[src/rtl/monitor_rr_stats_if.sv]
// Valid/ready bundle carrying DUT operand/result triples into the round-robin monitor.
interface monitor_rr_stats_if #(
  parameter int WIDTH = 32
);
  logic             i_valid;
  logic             o_ready;
  logic [WIDTH-1:0] i_dut_ia;
  logic [WIDTH-1:0] i_dut_ib;
  logic [WIDTH-1:0] i_dut_os;

  modport master (output i_valid, i_dut_ia, i_dut_ib, i_dut_os, input o_ready);
  modport slave  (input i_valid, i_dut_ia, i_dut_ib, i_dut_os, output o_ready);
endinterface

[src/rtl/monitor_rr_stats.sv]
// Round-robin result monitor: spreads DUT triples over NUM_SUB_MON adder-model lanes,
// compares each lane two cycles after loading and keeps mismatch statistics.
module monitor_rr_stats #(
  parameter int WIDTH       = 32,
  parameter int NUM_SUB_MON = 2,
  parameter int CNT_W       = 16
) (
  input  logic                 clk,
  input  logic                 reset,
  monitor_rr_stats_if.slave    bus,
  input  logic                 i_clear,
  output logic                 o_event,
  output logic                 o_err_sticky,
  output logic [CNT_W-1:0]     o_txn_count,
  output logic [CNT_W-1:0]     o_err_count,
  output logic                 o_cap_valid,
  output logic [WIDTH-1:0]     o_cap_a,
  output logic [WIDTH-1:0]     o_cap_b,
  output logic [WIDTH-1:0]     o_cap_dut,
  output logic [WIDTH-1:0]     o_cap_exp
);

  typedef logic [WIDTH-1:0] word_t;

  logic [NUM_SUB_MON-1:0] r_ptr;
  logic [NUM_SUB_MON-1:0] r_busy;
  logic [NUM_SUB_MON-1:0] r_stb;
  word_t                  r_a   [NUM_SUB_MON];
  word_t                  r_b   [NUM_SUB_MON];
  word_t                  r_dut [NUM_SUB_MON];
  word_t                  r_mon [NUM_SUB_MON];

  logic                   w_xfer;
  logic [NUM_SUB_MON-1:0] w_load;
  logic [NUM_SUB_MON-1:0] w_ptr_rot;
  logic                   w_cmp;
  logic                   w_mis;
  word_t                  w_sel_a;
  word_t                  w_sel_b;
  word_t                  w_sel_dut;
  word_t                  w_sel_mon;

  // The pointed lane is only unavailable if it was loaded on the previous edge.
  assign bus.o_ready = ~|(r_ptr & r_busy);
  assign w_xfer      = bus.i_valid & bus.o_ready;
  assign w_load      = r_ptr & {NUM_SUB_MON{w_xfer}};

  generate
    if (NUM_SUB_MON == 1) begin : g_one_lane
      assign w_ptr_rot = r_ptr;
    end else begin : g_many_lanes
      assign w_ptr_rot = {r_ptr[NUM_SUB_MON-2:0], r_ptr[NUM_SUB_MON-1]};
    end
  endgenerate

  always_ff @(posedge clk) begin
    if (reset) begin
      r_ptr  <= NUM_SUB_MON'(1);
      r_busy <= '0;
      r_stb  <= '0;
    end else begin
      if (w_xfer) begin
        r_ptr <= w_ptr_rot;
      end
      r_busy <= w_load;
      r_stb  <= r_busy;
    end
  end

  // Model stage runs one edge after load, so the compare two edges after load sees a settled result.
  always_ff @(posedge clk) begin
    for (int i = 0; i < NUM_SUB_MON; i++) begin
      if (w_load[i]) begin
        r_a[i]   <= bus.i_dut_ia;
        r_b[i]   <= bus.i_dut_ib;
        r_dut[i] <= bus.i_dut_os;
      end
      if (r_busy[i]) begin
        r_mon[i] <= r_a[i] + r_b[i];
      end
    end
  end

  always_comb begin
    w_cmp     = 1'b0;
    w_sel_a   = '0;
    w_sel_b   = '0;
    w_sel_dut = '0;
    w_sel_mon = '0;
    for (int i = 0; i < NUM_SUB_MON; i++) begin
      if (r_stb[i]) begin
        w_cmp     = 1'b1;
        w_sel_a   = r_a[i];
        w_sel_b   = r_b[i];
        w_sel_dut = r_dut[i];
        w_sel_mon = r_mon[i];
      end
    end
  end

  assign w_mis = w_cmp && (w_sel_dut != w_sel_mon);

  // A clear in the same cycle as a compare wins, so that compare never reaches the stats.
  always_ff @(posedge clk) begin
    if (reset || i_clear) begin
      o_event      <= 1'b0;
      o_err_sticky <= 1'b0;
      o_txn_count  <= '0;
      o_err_count  <= '0;
      o_cap_valid  <= 1'b0;
      o_cap_a      <= '0;
      o_cap_b      <= '0;
      o_cap_dut    <= '0;
      o_cap_exp    <= '0;
    end else begin
      o_event <= w_mis;
      if (w_cmp && (o_txn_count != '1)) begin
        o_txn_count <= o_txn_count + CNT_W'(1);
      end
      if (w_mis) begin
        if (o_err_count != '1) begin
          o_err_count <= o_err_count + CNT_W'(1);
        end
        if (!o_cap_valid) begin
          o_cap_valid  <= 1'b1;
          o_err_sticky <= 1'b1;
          o_cap_a      <= w_sel_a;
          o_cap_b      <= w_sel_b;
          o_cap_dut    <= w_sel_dut;
          o_cap_exp    <= w_sel_mon;
        end
      end
    end
  end

endmodule

[src/flat_wrapper.sv]
// flat-port wrapper written by rule: the top's interface ports become plain ports
module monitor_rr_stats_flat 
#(
  parameter int WIDTH       = 32,
  parameter int NUM_SUB_MON = 2,
  parameter int CNT_W       = 16
)
  (clk, reset, i_clear, o_event, o_err_sticky, o_txn_count, o_err_count, o_cap_valid, o_cap_a, o_cap_b, o_cap_dut, o_cap_exp, bus_i_valid, bus_i_dut_ia, bus_i_dut_ib, bus_i_dut_os, bus_o_ready);
  monitor_rr_stats_if #(.WIDTH(WIDTH)) bus_i ();
  input  logic clk;
  input  logic reset;
  input  logic i_clear;
  output logic o_event;
  output logic o_err_sticky;
  output logic [CNT_W-1:0] o_txn_count;
  output logic [CNT_W-1:0] o_err_count;
  output logic o_cap_valid;
  output logic [WIDTH-1:0] o_cap_a;
  output logic [WIDTH-1:0] o_cap_b;
  output logic [WIDTH-1:0] o_cap_dut;
  output logic [WIDTH-1:0] o_cap_exp;
  input wire logic [$bits(bus_i.i_valid)-1:0] bus_i_valid;
  input wire logic [$bits(bus_i.i_dut_ia)-1:0] bus_i_dut_ia;
  input wire logic [$bits(bus_i.i_dut_ib)-1:0] bus_i_dut_ib;
  input wire logic [$bits(bus_i.i_dut_os)-1:0] bus_i_dut_os;
  output wire logic [$bits(bus_i.o_ready)-1:0] bus_o_ready;
  assign bus_i.i_valid = bus_i_valid;
  assign bus_i.i_dut_ia = bus_i_dut_ia;
  assign bus_i.i_dut_ib = bus_i_dut_ib;
  assign bus_i.i_dut_os = bus_i_dut_os;
  assign bus_o_ready = bus_i.o_ready;
  monitor_rr_stats #(.WIDTH(WIDTH), .NUM_SUB_MON(NUM_SUB_MON), .CNT_W(CNT_W)) u_core (.clk(clk), .reset(reset), .bus(bus_i), .i_clear(i_clear), .o_event(o_event), .o_err_sticky(o_err_sticky), .o_txn_count(o_txn_count), .o_err_count(o_err_count), .o_cap_valid(o_cap_valid), .o_cap_a(o_cap_a), .o_cap_b(o_cap_b), .o_cap_dut(o_cap_dut), .o_cap_exp(o_cap_exp));
endmodule
[config.mk]
export PLATFORM = sky130hd
export DESIGN_NAME = monitor_rr_stats_flat
export DESIGN_NICKNAME = d
export VERILOG_FILES = /design/src/rtl/monitor_rr_stats_if.sv /design/src/rtl/monitor_rr_stats.sv /design/src/flat_wrapper.sv
export SDC_FILE = /design/constraint.sdc
export NUM_CORES = 1
export LEC_CHECK = 0
export ABC_AREA = 1
export CAP_MARGIN = 5
export CORE_UTILIZATION = 51
export DETAILED_ROUTE_END_ITERATION = 8
export GPL_ROUTABILITY_DRIVEN = 1
export PLACE_DENSITY = 0.77
export SKIP_LAST_GASP = 1
export SYNTH_ARGS = -nofsm -noshare
export SYNTH_HDL_FRONTEND = slang
export SYNTH_SLANG_ARGS = --single-unit
[constraint.sdc]
create_clock -name clk -period 3.65 [get_ports clk]
set_input_delay 1.095 -clock clk [delete_from_list [all_inputs] [get_ports clk]]
set_output_delay 1.095 -clock clk [all_outputs]
set_load 0.1 [all_outputs]
==> metrics.txt <==
CP Data Required Time=approximately 4.2 ns; Startpoint Class=flip-flop; Post-Synth Simple-Gate Area=24.4%; DR top layer=met4; Avg WL per Cell=approximately 19 um; post-synthesis sequential area ratio=52.7%; RSZ-0062 raised after global routing=false; die area=0.0420 mm^2; Synth Warn #=0; sequential fraction of design power=between 40% and 50%; Starting Density=between 50% and 60%; hold crit path type=reg2reg; Syn Inst Count=approximately 2500; Power per Cell Area=484 mW/mm^2; Post-CTS Hold Fix Bufs=0; R2R setup slack=slightly below 0.6 ns; Compound-Gate Fraction of Synth Area=between 10% and 20%; Max-Cap Viols=0; Commonest cells post-synth=nand2_1 (735), nor2_1 (258), edfxtp_1 (256); met2 WL=29500 um; Longest Clk Path Bufs=3; Int Pwr=between 8 and 9 mW; Peak supply drop=~0.37 mV; drc violations=0; measured slew at the worst slew-check pin=around 0.94 ns; Async SR Flop Fraction=0%; Worst EP arrival=around 3.6 ns; clock skew=about 0.018 ns; CORE AREA=between 0.04 and 0.05 mm^2; clock share of power=between 30% and 40%; kind of critical path=reg2reg; Post CTS Setup Buffer Count=0; status=finished, final reports clean; Most Frequent Cell on Critical Path=nand2_1; IO Pins=between 200 and 300; post-synthesis adder-cell area fraction=4.01%; TritonCTS clock tree=yes; Tcrit/Tclk final=~84%; fill cell count=between 3000 and 4000; met3 wire length=4680 um; Slew HR=a little under two fifths; Clock Sinks=about 430; Tot GR Track Use=29.9%; final core occ=63.0%; # port buffers=approximately 260; Synth top area share=36.6%; Layout area overhead=20.6%; number of synthesized register bits=around 430; Slew Limit Fails=0; initial antenna violation count=0; # H-tree levels=2; area leader, netlist=edfxtp_1; drt first pass iters=6; global-route wire length before repair=between 90000 and 100000 um; Lkg Pwr=11.2 nW; net switching share of the total power=between 20% and 30%; Post-Synthesis Net Count=about 2700; routability cong.=just over 1; Yosys cell types=39; via count=approximately 19000; DIE WIDTH=~200 um; CP Max Fanout=between 80 and 90; HPWL after DPL=between 40000 and 50000 um; CP max-delay cell=o21ai_1; CP peak stage delay=~0.48 ns; Die Y=just over 200 um; Area contributors post-synth=edfxtp_1 (37%), dfxtp_1 (16%), nand2_1 (13%); Via density=around 5.7; met1 WL=between 20000 and 30000 um; row cnt=73; largest family of logic cells by synthesized area=simple AND/OR/NAND/NOR gates; mux contribution to synthesized area=0%; layout cells sized above 1=10.5%; DRT iter0 DRCs=1566; most frequent cell after synthesis=nand2_1; final wirelength=~63000 um; Inserted Diodes=0; EDFF count, synth=roughly 260; Top FF cell, synth=edfxtp_1; count of final setup violators=0; Layout Nets=between 2000 and 3000; number of buffers created by CTS=43; largest net degree at the start of global routing=roughly 120; minimum clock period=around 3 ns; Root Buffer=clkbuf_16; CP Capture Type=flip-flop; Net Sw Power=around 3.6 mW; worst-skew pair later-pin latency=just under 0.6 ns; Clk pin slew, worst setup/hold paths=0.06 ns; post-route ant nets=0; xor and xnor fraction of the mapped netlist area=2.25%; synthesized area=0.0210 mm^2; vias in the first global route=roughly 17000; combinational power share=about a fifth; post-synthesis average cell area=8.37 um^2; setup_tns=0 ns; GRT Residual Overflow=0; crit-path cells=clkinv_2, buf_12, o21ai_1, nand2_1, nand2_1, nand2_1, nor2_1, nand2_1, nor2_2, nand2_8, buf_4, nand3_1, nand2_1, nor2_1; endpoints failing hold=0; FMAX=~330 MHz; post-CTS sizing=0
-- layer usage --
| metal | vias up | GRT usage [%] |
|---|---|---|
| met2 | 825 | 48.6 |
| met5 | - | 0 |
| met4 | 0 | 13.1 |
| met1 | 8742 | 39.9 |
| li1 | 8965 | - |
| met3 | 145 | 3.88 |
-- layout by cell type (no fill, tap or decap), types with 5 or more instances in the layout --
master	n
a21o_1	6
a21oi_1	253
a22oi_1	64
buf_12	12
buf_4	201
clkbuf_1	13
clkbuf_16	48
clkdlybuf4s50_1	99
clkinv_1	5
clkinv_2	7
dfxtp_1	165
edfxtp_1	256
ha_1	64
inv_1	127
nand2_1	735
nand3_1	224
nand4_1	13
nor2_1	256
nor3_1	20
nor4_1	5
o21a_1	6
o21ai_0	62
o21ai_1	31
xnor2_1	12
xor2_1	42
-- through the flow --
stage	setup slack (ns)	instances	area [um^2]	hold WS, ns	total power, mW
finish	0.579	3297	25300	0.448	12.3
global route	0.364	3297	25300	0.470	12.7
CTS	0.622	3297	25300	0.455	12.3
detailed placement	0.644	3217	23900	0.444	7.88
global placement	0.682	3217	23900	0.448	7.85
floorplan	0.0994	2508	21000	0.448	7.14
-- final cells by class --
| cell class | instances | area (um^2) | share of cell area (%) |
|---|---|---|---|
| multi-input combinational | 1822 | 8890 | 35.1 |
| timing repair buffer | 312 | 2740 | 10.8 |
| clock buffer | 65 | 1310 | 5.15 |
| sequential | 425 | 11100 | 43.8 |
| tap | 525 | 657 | 2.59 |
| clock inverter | 15 | 135 | 0.534 |
| inverter | 133 | 513 | 2.03 |
-- state kept, by name (all words and copies together), names as in the netlist --
register	cells
u_core.r_a	64
u_core.r_b	64
u_core.r_dut	64
u_core.r_mon	64
u_core.o_cap_a	32
u_core.o_cap_b	32
u_core.o_cap_dut	32
u_core.o_cap_exp	32
u_core.o_err_count	16
u_core.o_txn_count	16
u_core.r_busy	2
u_core.r_ptr	2
u_core.r_stb	2
u_core.o_cap_valid	1
u_core.o_err_sticky	1
u_core.o_event	1
-- path summary, 6_finish.rpt --
| path | start | end | cells after the start |
|---|---|---|---|
| hold / removal | u_core.r_busy[0] | u_core.r_stb[0] | 2 |
| setup reg to reg | u_core.r_stb[1] | u_core.o_cap_exp[20] | 14 |
| hold reg to reg | u_core.r_busy[0] | u_core.r_stb[0] | 2 |
| setup / recovery | u_core.r_stb[1] | u_core.o_cap_exp[20] | 14 |
-- logic make-up after synthesis --
logic type               Yosys count
AO/OA/AOI/OAI                    437
flip-flops                       425
buffers and inverters            261
adder cells (fa/ha/maj)           66
XOR/XNOR                          54
AND/OR/NAND/NOR                 1265
-- critical path, delay by kind of cell (launching register included) --
kind | cells | cell delay, ns
AND/OR/NAND/NOR | 10 | 1.32
flip-flops | 1 | 0.45
AO/OA/AOI/OAI | 1 | 0.48
buffers and inverters | 3 | 0.67
-- power by group through the flow --
stage | registers [mW] | clock network (mW) | logic (mW)
2_1_floorplan | 6.11 | 0 | 1.03
3_3_place_gp | 5.62 | 0 | 2.23
3_5_place_dp | 5.63 | 0 | 2.25
4_1_cts | 5.53 | 4.51 | 2.26
5_1_grt | 5.55 | 4.70 | 2.45
6_report | 5.53 | 4.45 | 2.28
Note: power is estimated with default switching activity, not from simulation.
